**src/rtl/bn_batch_loader_if.sv**
```systemverilog
// Sample-stream and forward-stage bundle for the batch-norm batch loader.
// The loader uses the slave modport. The producer and forward-stage side uses the master modport.
interface bn_batch_loader_if #(
  parameter int IL   = 8,
  parameter int FL   = 12,
  parameter int size = 16
);
  localparam int DW = IL + FL;

  logic                   in_valid;
  logic signed [DW-1:0]   in_data;
  logic                   in_last;
  logic                   in_ready;
  logic signed [DW-1:0]   gamma_in;
  logic signed [DW-1:0]   beta_in;
  logic [size-1:0][DW-1:0] batch_out;
  logic [4:0]             num_out;
  logic signed [DW-1:0]   gamma_out;
  logic signed [DW-1:0]   beta_out;
  logic                   input_ready;
  logic [1:0]             fwd_state;

  modport master (
    output in_valid, in_data, in_last, gamma_in, beta_in, fwd_state,
    input  in_ready, batch_out, num_out, gamma_out, beta_out, input_ready
  );

  modport slave (
    input  in_valid, in_data, in_last, gamma_in, beta_in, fwd_state,
    output in_ready, batch_out, num_out, gamma_out, beta_out, input_ready
  );
endinterface

```
**src/rtl/bn_batch_loader.sv**
```systemverilog
// Collects a streamed batch of fixed-point samples, launches the forward stage,
// and holds the operands stable until that stage reports it is idle again.
module bn_batch_loader #(
  parameter int IL    = 8,
  parameter int FL    = 12,
  parameter int size  = 16,
  parameter int width = $clog2(size)
) (
  input  logic             clk,
  input  logic             reset,
  bn_batch_loader_if.slave bif,
  output logic             busy,
  output logic [15:0]      batch_cnt
);
  localparam int DW = IL + FL;

  typedef enum logic [1:0] {
    FILL   = 2'd0,
    LAUNCH = 2'd1,
    WAIT   = 2'd2
  } state_t;

  state_t               state_q, state_d;
  logic [width:0]       count_q, count_d, count_inc;
  logic signed [DW-1:0] batch_q [size];
  logic signed [DW-1:0] batch_d [size];
  logic [4:0]           num_q, num_d;
  logic signed [DW-1:0] gamma_q, gamma_d;
  logic signed [DW-1:0] beta_q, beta_d;
  logic [15:0]          bcnt_q, bcnt_d;
  logic                 accept;
  logic                 clear;

  assign count_inc = count_q + 1'b1;

  always_comb begin
    state_d = state_q;
    count_d = count_q;
    num_d   = num_q;
    gamma_d = gamma_q;
    beta_d  = beta_q;
    bcnt_d  = bcnt_q;
    accept  = 1'b0;
    clear   = 1'b0;
    case (state_q)
      FILL: begin
        if (bif.in_valid) begin
          accept  = 1'b1;
          count_d = count_inc;
          if (count_q == '0) begin
            gamma_d = bif.gamma_in;
            beta_d  = bif.beta_in;
          end
          // Auto-close at capacity so a (size+1)th sample is never accepted.
          if (bif.in_last || count_inc == (width+1)'(size)) begin
            num_d   = 5'(count_inc);
            state_d = LAUNCH;
          end
        end
      end
      LAUNCH: begin
        if (bif.fwd_state == 2'b01) state_d = WAIT;
      end
      WAIT: begin
        // Both 10->00 and a direct 01->00 mark completion of the forward pass.
        if (bif.fwd_state == 2'b00) begin
          state_d = FILL;
          count_d = '0;
          clear   = 1'b1;
          bcnt_d  = bcnt_q + 16'd1;
        end
      end
      default: state_d = FILL;
    endcase
  end

  for (genvar gi = 0; gi < size; gi++) begin : g_entry
    localparam logic [width:0] IDX = (width+1)'(gi);
    assign batch_d[gi] = clear ? '0
                       : ((accept && count_q == IDX) ? bif.in_data : batch_q[gi]);
    assign bif.batch_out[gi] = batch_q[gi];
  end

  always_ff @(posedge clk) begin
    if (reset) begin
      state_q <= FILL;
      count_q <= '0;
      num_q   <= '0;
      gamma_q <= '0;
      beta_q  <= '0;
      bcnt_q  <= '0;
      for (int i = 0; i < size; i++) batch_q[i] <= '0;
    end else begin
      state_q <= state_d;
      count_q <= count_d;
      num_q   <= num_d;
      gamma_q <= gamma_d;
      beta_q  <= beta_d;
      bcnt_q  <= bcnt_d;
      batch_q <= batch_d;
    end
  end

  assign bif.in_ready    = (state_q == FILL);
  assign bif.input_ready = (state_q == LAUNCH);
  assign bif.num_out     = num_q;
  assign bif.gamma_out   = gamma_q;
  assign bif.beta_out    = beta_q;
  assign busy            = (state_q != FILL);
  assign batch_cnt       = bcnt_q;
endmodule
```
**src/flat_wrapper.sv**
```systemverilog
// flat-port wrapper written by rule: the top's interface ports become plain ports
module bn_batch_loader_flat 
#(
  parameter int IL    = 8,
  parameter int FL    = 12,
  parameter int size  = 16,
  parameter int width = $clog2(size)
)
  (clk, reset, busy, batch_cnt, bif_in_valid, bif_in_data, bif_in_last, bif_gamma_in, bif_beta_in, bif_fwd_state, bif_in_ready, bif_batch_out, bif_num_out, bif_gamma_out, bif_beta_out, bif_input_ready);
  bn_batch_loader_if #(.IL(IL), .FL(FL), .size(size)) bif_i ();
  input  logic clk;
  input  logic reset;
  output logic busy;
  output logic [15:0] batch_cnt;
  input wire logic [$bits(bif_i.in_valid)-1:0] bif_in_valid;
  input wire logic [$bits(bif_i.in_data)-1:0] bif_in_data;
  input wire logic [$bits(bif_i.in_last)-1:0] bif_in_last;
  input wire logic [$bits(bif_i.gamma_in)-1:0] bif_gamma_in;
  input wire logic [$bits(bif_i.beta_in)-1:0] bif_beta_in;
  input wire logic [$bits(bif_i.fwd_state)-1:0] bif_fwd_state;
  output wire logic [$bits(bif_i.in_ready)-1:0] bif_in_ready;
  output wire logic [$bits(bif_i.batch_out)-1:0] bif_batch_out;
  output wire logic [$bits(bif_i.num_out)-1:0] bif_num_out;
  output wire logic [$bits(bif_i.gamma_out)-1:0] bif_gamma_out;
  output wire logic [$bits(bif_i.beta_out)-1:0] bif_beta_out;
  output wire logic [$bits(bif_i.input_ready)-1:0] bif_input_ready;
  assign bif_i.in_valid = bif_in_valid;
  assign bif_i.in_data = bif_in_data;
  assign bif_i.in_last = bif_in_last;
  assign bif_i.gamma_in = bif_gamma_in;
  assign bif_i.beta_in = bif_beta_in;
  assign bif_i.fwd_state = bif_fwd_state;
  assign bif_in_ready = bif_i.in_ready;
  assign bif_batch_out = bif_i.batch_out;
  assign bif_num_out = bif_i.num_out;
  assign bif_gamma_out = bif_i.gamma_out;
  assign bif_beta_out = bif_i.beta_out;
  assign bif_input_ready = bif_i.input_ready;
  bn_batch_loader #(.IL(IL), .FL(FL), .size(size), .width(width)) u_core (.clk(clk), .reset(reset), .bif(bif_i), .busy(busy), .batch_cnt(batch_cnt));
endmodule
```
**config.mk**
```make
export PLATFORM = sky130hd
export DESIGN_NAME = bn_batch_loader_flat
export DESIGN_NICKNAME = d
export VERILOG_FILES = /design/src/rtl/bn_batch_loader_if.sv /design/src/rtl/bn_batch_loader.sv /design/src/flat_wrapper.sv
export SDC_FILE = /design/constraint.sdc
export NUM_CORES = 1
export LEC_CHECK = 0
export ABC_AREA = 1
export BUFFER_PORTS_ARGS = -buffer_cell sky130_fd_sc_hd__buf_2
export CORE_MARGIN = 2
export CORE_UTILIZATION = 46
export DETAILED_ROUTE_END_ITERATION = 7
export GPL_ROUTABILITY_DRIVEN = 0
export MAX_ROUTING_LAYER = met4
export PLACE_DENSITY = 0.76
export SLEW_MARGIN = 5
export SYNTH_ARGS = -nofsm -noshare
export SYNTH_HDL_FRONTEND = slang
export SYNTH_SLANG_ARGS = --single-unit
```
**constraint.sdc**
```tcl
create_clock -name clk -period 1.6 [get_ports clk]
set_input_delay 0.16 -clock clk [delete_from_list [all_inputs] [get_ports clk]]
set_output_delay 0.16 -clock clk [all_outputs]
set_load 0.005 [all_outputs]
```
==> results by group, run 1 <==
Floorplanning
  • Die area: 32100 µm²
  • Chip height: between 150 and 200 µm
  • Starting Density: 46.4%
  • Die extent in x: 179 µm
  • # rows: 64
  • Top Ports: 450
  • Core area: around 30000 µm²

Timing
  • Setup Viol. Count Final: 167
  • Setup tns final: -7.57 ns
  • Maximum clock rate: 0.548 GHz
  • Time the worst path needs with I/O delays and setup: 1.82 ns
  • RSZ-0062 raised after global routing: true
  • Final WS setup: -0.224 ns
  • Max Slew Vio Count: 0
  • Rel. slew slack: 51.2%
  • Final hold viol count: 0
  • Worst Tran Pin Value: around 0.73 ns
  • Clk_skew: 0.0176 ns
  • WHS: 0.0256 ns
  • Final period util: 114%

GRT
  • Total grt overflow: 0
  • Largest net degree at the start of global routing: 79
  • Vias in the first global route: 13500
  • First-pass GRT wire length: 75.2 mm
  • Initial antenna violation count: 1
  • Total GRT Usage: around 31%

Pwr
  • Lkg Pwr: 8.68 nW
  • Total power: around 21 mW
  • Peak supply drop: 0.728 mV
  • Power Density: 1040 nW/µm²

Synth
  • Top_reg_cell synth: dfxtp_1
  • Mapped cell area: 14100 µm²
  • Post-Synthesis Cells: between 1500 and 2000
  • Synth area leaders: dfxtp_1 55%, nand2_1 17%, a21oi_1 12%
  • Flops & latches, synth: 388
  • Top cells by count, synth: 652 x nand2_1, 388 x dfxtp_1, 325 x a21oi_1
  • Top-count cell post-synth: nand2_1
  • EDFF count, synth: 0
  • Ys async rst share: 0%
  • Seq/Total Area, Yosys: 55.0%
  • Ys Warns: 0
  • Yosys top cell by area: dfxtp_1
  • Synth unique cells: 25
  • Share of the synthesized area in the top cell type: 55.0%
  • Syn_nets: 1943
  • Mean Syn Cell Area: 7.55 µm²

CTS
  • H-tree depth: 2
  • TritonCTS buffer count: 39
  • Worst-path clk slew: 0.06 ns
  • CTS tree: built
  • Clock tree buffer depth: 3
  • Clock Sink Count: 388
  • Worst skew pair latency: 0.52 ns
  • Clock root buffer: clkbuf_16

Route
  • Post-route ant nets: 0
  • Residual DRC: 0
  • Iter 0 DRT Violations: 1465
  • Drt pass-1 iters: 5
  • Wirelength per Cell: 20.4 µm
  • Via count normalized by instance count: 5.49
  • Final WL: 56.8 mm
  • Total number of vias: 15300

Layout
  • Layout Utilization: 67.5%
  • Ratio of cells with drive above 1 in the final layout: a little over a third
  • Area Growth Syn to Fin: 45.4%
  • Final nets: approximately 2400
  • Design Area, Final: slightly above 20000 µm²
  • Final Non-Filler Cells: 2783

Critical path
  • CP Cell Sequence: inv_1 -> ha_1 -> inv_2 -> nand2_2 -> nor2_2 -> nand2_1 -> nand2_2 -> nand2_4 -> nand2_2 -> a21oi_2
  • Critical Path End Type: flip-flop
  • Buf/Inv on CP: 2
  • Largest stage delay on the critical path: 0.58 ns
  • Crit-path max FO: 6
  • CP max stage cell: dfxtp_1
  • Worst Path Required: 2.00 ns
  • CP dominant cell by count: nand2_2
  • CP Launch Type: flip-flop
  • Critical path class: flip-flop to flip-flop
  • Crit-path leading delay family: simple AND/OR/NAND/NOR gates
  • Worst Path Arrival: 2.22 ns

Min path
  • Hold WC Path Type: primary input to flip-flop

Run
  • Max-Cap Viols: 0

Placed design
  • Post-Place Worst Slack: -0.156 ns
  • Port-buffer cells: 449
  • Post-DP HPWL: 33.2 mm
  • Placed Area: 17200 µm²
  • Inst Count DP: between 2000 and 3000

Outcome
  • Status: finished, violations left
  • Failing checks: setup timing
[tightest hold or removal path, delay by kind of cell]
| kind | cells | cell delay, ns |
|---|---|---|
| compound gates | 1 | 0.06 |
| buf+inv | 2 | 0.21 |
| simple gates | 1 | 0.07 |
[sequential cells by signal, indices dropped and copies added, names as in the netlist]
| name | flops |
|---|---|
| u_core.bif.num_out | 5 |
| u_core.batch_cnt | 16 |
| u_core.count_q | 5 |
| u_core.bif.beta_out | 20 |
| u_core.bif.batch_out | 320 |
| u_core.bif.gamma_out | 20 |
| u_core.state_q | 2 |
[power by group]
| part | switching [mW] | total [mW] | internal [mW] |
|---|---|---|---|
| sequential | 0.134 | 10.0 | 9.88 |
| clock | 3.82 | 9.17 | 5.35 |
| combinational | 1.27 | 2.07 | 0.808 |
[metal layers]
layer | vias up | part of all wire, % | routed length [µm] | GRT usage (%)
li1 | 6918 | - | - | -
met1 | 7106 | 37 | 21200 | 37.6
met2 | 995 | 46 | 26300 | 48.9
met3 | 263 | 10 | 5720 | 6.59
met4 | 0 | 6.3 | 3550 | 15.7
met5 | - | 0 | 0 | -
[area by class of cell]
class	instances	area (µm²)
fill	2278	9890
sequential	388	7780
multi-input combinational	1266	6290
timing repair buffer	605	4380
clock buffer	55	1120
tap	396	495
inverter	56	292
clock inverter	13	145
timing repair inverter	3	38.8
antenna	1	2.50
[cells in the final DEF (no fill, tap or decap), drive strengths merged]
| cell | count |
|---|---|
| bufinv | 3 |
| dlygate4sd3 | 40 |
| clkbuf | 71 |
| diode | 1 |
| nor3b | 1 |
| clkinv | 10 |
| nand4 | 5 |
| nor2 | 161 |
| clkinvlp | 1 |
| inv | 58 |
| ha | 7 |
| buf | 549 |
| nor3 | 24 |
| dfxtp | 388 |
| and3 | 1 |
| nand3 | 34 |
| nand2 | 654 |
| nand3b | 1 |
| o21ai | 53 |
| a21oi | 325 |
[kinds of logic after synthesis]
logic type | synth area share [%]
compound gates | 13.4
flops | 55.0
fa+ha+maj | 0.620
simple gates | 24.5
buf+inv | 6.49
[final timing paths]
| check | from | to | slack (ns) | cells past startpoint |
|---|---|---|---|---|
| setup / recovery | u_core.count_q[4]$_SDFFE_PP0P_ | u_core.bif.num_out[1]$_SDFFE_PP0P_ | -0.22 | 10 |
| hold / removal | bif_beta_in[2] | u_core.bif.beta_out[2]$_SDFFE_PP0P_ | 0.03 | 4 |
| setup reg to reg | u_core.count_q[4]$_SDFFE_PP0P_ | u_core.bif.num_out[1]$_SDFFE_PP0P_ | -0.22 | 10 |
| hold reg to reg | u_core.bif.batch_out[271]$_SDFFE_PP0P_ | u_core.bif.batch_out[271]$_SDFFE_PP0P_ | 0.45 | 2 |
[what timing repair did]
item,CTS,global route
pin swaps,18,69
setup buffers,8,13
hold buffers,40,0
endpoints found under the hold margin,40,0
endpoints found under the setup margin,248,318
gates cloned,4,22
resized for setup,64,245
Note: power is estimated with default switching activity, not from simulation.
==> run 2, diff against run 1 <==
- BUFFER_PORTS_ARGS: -buffer_cell sky130_fd_sc_hd__buf_2 -> -buffer_cell sky130_fd_sc_hd__clkbuf_2
==> run 2 against run 1 <==
Compared with the run above:
- the flow still finishes with violations (setup timing)
- flip-flop and latch count unchanged
- combinational power hardly changed
- design area is 0.84% lower
- worst setup slack gained 0.014 ns
- critical endpoint unchanged
- sequential power hardly changed
- clock skew increased by 0.0022 ns
- count of clock-buffer cells in the layout up 9
- fmax rose by 0.75%
- total power grew 2.3%
- worst hold slack about the same
- critical path depth up 2
==> results by group, run 2 (synthesis gave the netlist of run 1 again) <==
Outcome
  • Status: finished, violations left
  • Failing checks: setup timing

Floorplanning
  • # rows: 64 (unchanged)
  • Chip height: 179 µm (unchanged)
  • Top Ports: 450 (unchanged)
  • Die area: 32100 µm² (unchanged)
  • Core area: 30400 µm² (unchanged)
  • Starting Density: 46.4% (unchanged)
  • Die extent in x: 179 µm (unchanged)

Route
  • Drt pass-1 iters: 6 (+1)
  • Via count normalized by instance count: 5.39 (-1.8%)
  • Iter 0 DRT Violations: 1284 (-12%)
  • Residual DRC: 0 (unchanged)
  • Wirelength per Cell: 19.3 µm (-5.2%)
  • Final WL: 53.7 mm (-5.4%)
  • Post-route ant nets: 0 (unchanged)
  • Total number of vias: 15000 (-1.9%)

CTS
  • TritonCTS buffer count: 40 (+2.6%)
  • Clock tree buffer depth: 3 (unchanged)
  • CTS tree: built
  • Worst-path clk slew: 0.06 ns (about the same)
  • Clock root buffer: clkbuf_16
  • H-tree depth: 2 (unchanged)
  • Clock Sink Count: 388 (unchanged)
  • Worst skew pair latency: 0.53 ns (about the same)

Critical path
  • Register-to-register setup slack: -0.21 ns (about the same)
  • CP dominant cell by count: nand2_2
  • Crit-path max FO: 6 (unchanged)
  • Worst Path Arrival: 2.22 ns (about the same)
  • Critical path class: flip-flop to flip-flop
  • CP max stage cell: dfxtp_4
  • R2r endpoint: u_core.bif.num_out[1]$_SDFFE_PP0P_
  • CP Cell Sequence: ha_4 -> inv_2 -> nor3_2 -> ha_1 -> inv_2 -> nand2_2 -> nor2_1 -> nand2_1 -> nand2_2 -> nand2_4 -> nand2_2 -> a21oi_1
  • Buf/Inv on CP: 2 (unchanged)
  • Largest stage delay on the critical path: 0.37 ns (-0.21 ns)
  • CP Launch Type: flip-flop
  • Crit-path leading delay family: simple AND/OR/NAND/NOR gates
  • Reg2reg start: u_core.count_q[1]$_SDFFE_PP0P_
  • Critical Path End Type: flip-flop
  • Reg2Reg Depth: 12 (+2)
  • Worst Path Required: 2.01 ns (about the same)

Timing
  • Time the worst path needs with I/O delays and setup: 1.81 ns (-0.0136 ns)
  • Maximum clock rate: 0.552 GHz (+0.75%)
  • Worst Tran Pin Value: 0.809 ns (+0.0773 ns)
  • Final hold viol count: 0 (unchanged)
  • Setup Viol. Count Final: 80 (-52%)
  • RSZ-0062 raised after global routing: true
  • Final period util: 113% (-0.85 points)
  • Final WS setup: -0.210 ns (+0.0136 ns)
  • Max Slew Vio Count: 0 (unchanged)
  • Clk_skew: 0.0198 ns (+0.00219 ns)
  • Rel. slew slack: 46.0% (-5.2 points)

Pwr
  • Lkg Pwr: 8.42 nW (-3.0%)
  • Power Density: 1070 nW/µm² (+3.2%)
  • Total power: 21.8 mW (+2.3%)
  • Peak supply drop: 0.676 mV (-7.1%)

GRT
  • Initial antenna violation count: 0 (-1)
  • Largest net degree at the start of global routing: 68 (-14%)
  • Total GRT Usage: 30.9% (-0.13 points)
  • Total grt overflow: 0 (unchanged)
  • First-pass GRT wire length: 74.7 mm (-0.67%)
  • Vias in the first global route: 13300 (-1.8%)

Run
  • Max-Cap Viols: 0 (unchanged)

Min path
  • Hold Startpoint: bif_fwd_state[1]
  • Hold Path End: u_core.state_q[0]$_SDFFE_PP0P_
  • Hold Crit Depth: 3 (-1)
  • Hold WC Path Type: primary input to flip-flop

Placed design
  • Inst Count DP: 2639 (+0.34%)
  • Post-Place Worst Slack: -0.102 ns (+0.0538 ns)
  • Post-DP HPWL: 33.4 mm (+0.55%)
  • Port-buffer cells: 449 (unchanged)

Layout
  • Most common cell after layout, fill and taps aside: nand2_1
  • Most frequent cells in the layout: 595 x nand2_1, 449 x clkbuf_2, 383 x dfxtp_1
  • # diodes: 0 (-1)
  • Multi-input logic area: 6250 µm² (-0.60%)
  • Seq. cell area: 7780 µm² (about the same)
  • Area Growth Syn to Fin: 44.2%
  • Final nets: 2424 (-0.33%)
  • Ratio of cells with drive above 1 in the final layout: 34.8% (-1.1 points)
  • Filler cell count: 2381 (+4.5%)
  • Final Non-Filler Cells: 2778 (-0.18%)
  • Max reg flops: 320 (unchanged)
==> run 2: final cells by class <==
| class | count | area share (%) |
|---|---|---|
| Sequential cell | 388 | 38.2 |
| Inverter | 56 | 1.40 |
| Clock buffer | 64 | 6.06 |
| Clock inverter | 9 | 0.676 |
| Timing Repair Buffer | 599 | 20.5 |
| Multi-Input combinational cell | 1266 | 30.7 |
| Tap cell | 396 | 2.43 |
==> run 2: through the flow <==
stage	instance area [µm²]	hold WS [ns]	util [%]	setup TNS (ns)
finish	20400	0.0251	66.9	-3.00
CTS	19200	0.000538	63.1	-1.40
global route	20400	0.0397	66.9	-25.65
global placement	17200	0.407	56.4	-2.28
floorplan	14200	0.324	-	0
detailed placement	17200	0.414	56.4	-7.85
==> run 2: repair_timing <==
item / 4_1_cts / 5_1_grt
buffers inserted: 5 / 9
resized for setup: 45 / 266
setup endpoints to repair: 233 / 362
endpoints found under the hold margin: 40 / 0
cloned: 3 / 11
pin swaps: 12 / 65
hold buffers: 40 / 0
==> run 2: worst register-to-register path: stages (launching register included) <==
cell and delay (ns):
dfxtp_4 0.37, ha_4 0.16, inv_2 0.06, nor3_2 0.04, ha_1 0.32, inv_2 0.10, nand2_2 0.05, nor2_1 0.08
nand2_1 0.09, nand2_2 0.16, nand2_4 0.12, nand2_2 0.09, a21oi_1 0.07
==> run 2: metal layers <==
metal	vias to the layer above	GRT usage, %	share of wire, %
li1	6914	-	-
met1	6977	37.7	38
met2	867	49.3	47
met3	227	7.17	10
met4	0	12.7	5.1
met5	-	-	0
==> run 2: worst max-delay path by stage <==
stage                                                   endpoint                            from  depth (start not counted)  slack, ns
after floorplan               u_core.bif.num_out[1]$_SDFFE_PP0P_  u_core.count_q[2]$_SDFFE_PP0P_                         12       0.02
after global placement    u_core.bif.batch_out[156]$_SDFFE_PP0P_  u_core.count_q[0]$_SDFFE_PP0P_                         10      -0.06
after detailed placement  u_core.bif.batch_out[208]$_SDFFE_PP0P_  u_core.count_q[0]$_SDFFE_PP0P_                         10      -0.10
after CTS                     u_core.bif.num_out[2]$_SDFFE_PP0P_  u_core.count_q[0]$_SDFFE_PP0P_                         12      -0.07
after global routing          u_core.bif.num_out[1]$_SDFFE_PP0P_  u_core.count_q[1]$_SDFFE_PP0P_                         12      -0.29
final                         u_core.bif.num_out[1]$_SDFFE_PP0P_  u_core.count_q[1]$_SDFFE_PP0P_                         12      -0.21
==> run 2: power breakdown <==
| part | leakage (nW) | internal (mW) | switching, mW | total (mW) |
|---|---|---|---|---|
| sequential | 3.14 | 9.88 | 0.130 | 10.0 |
| clock | 0.674 | 5.80 | 3.89 | 9.69 |
| combinational | 4.61 | 0.766 | 1.29 | 2.06 |
| total | 8.42 | 16.4 | 5.31 | 21.8 |
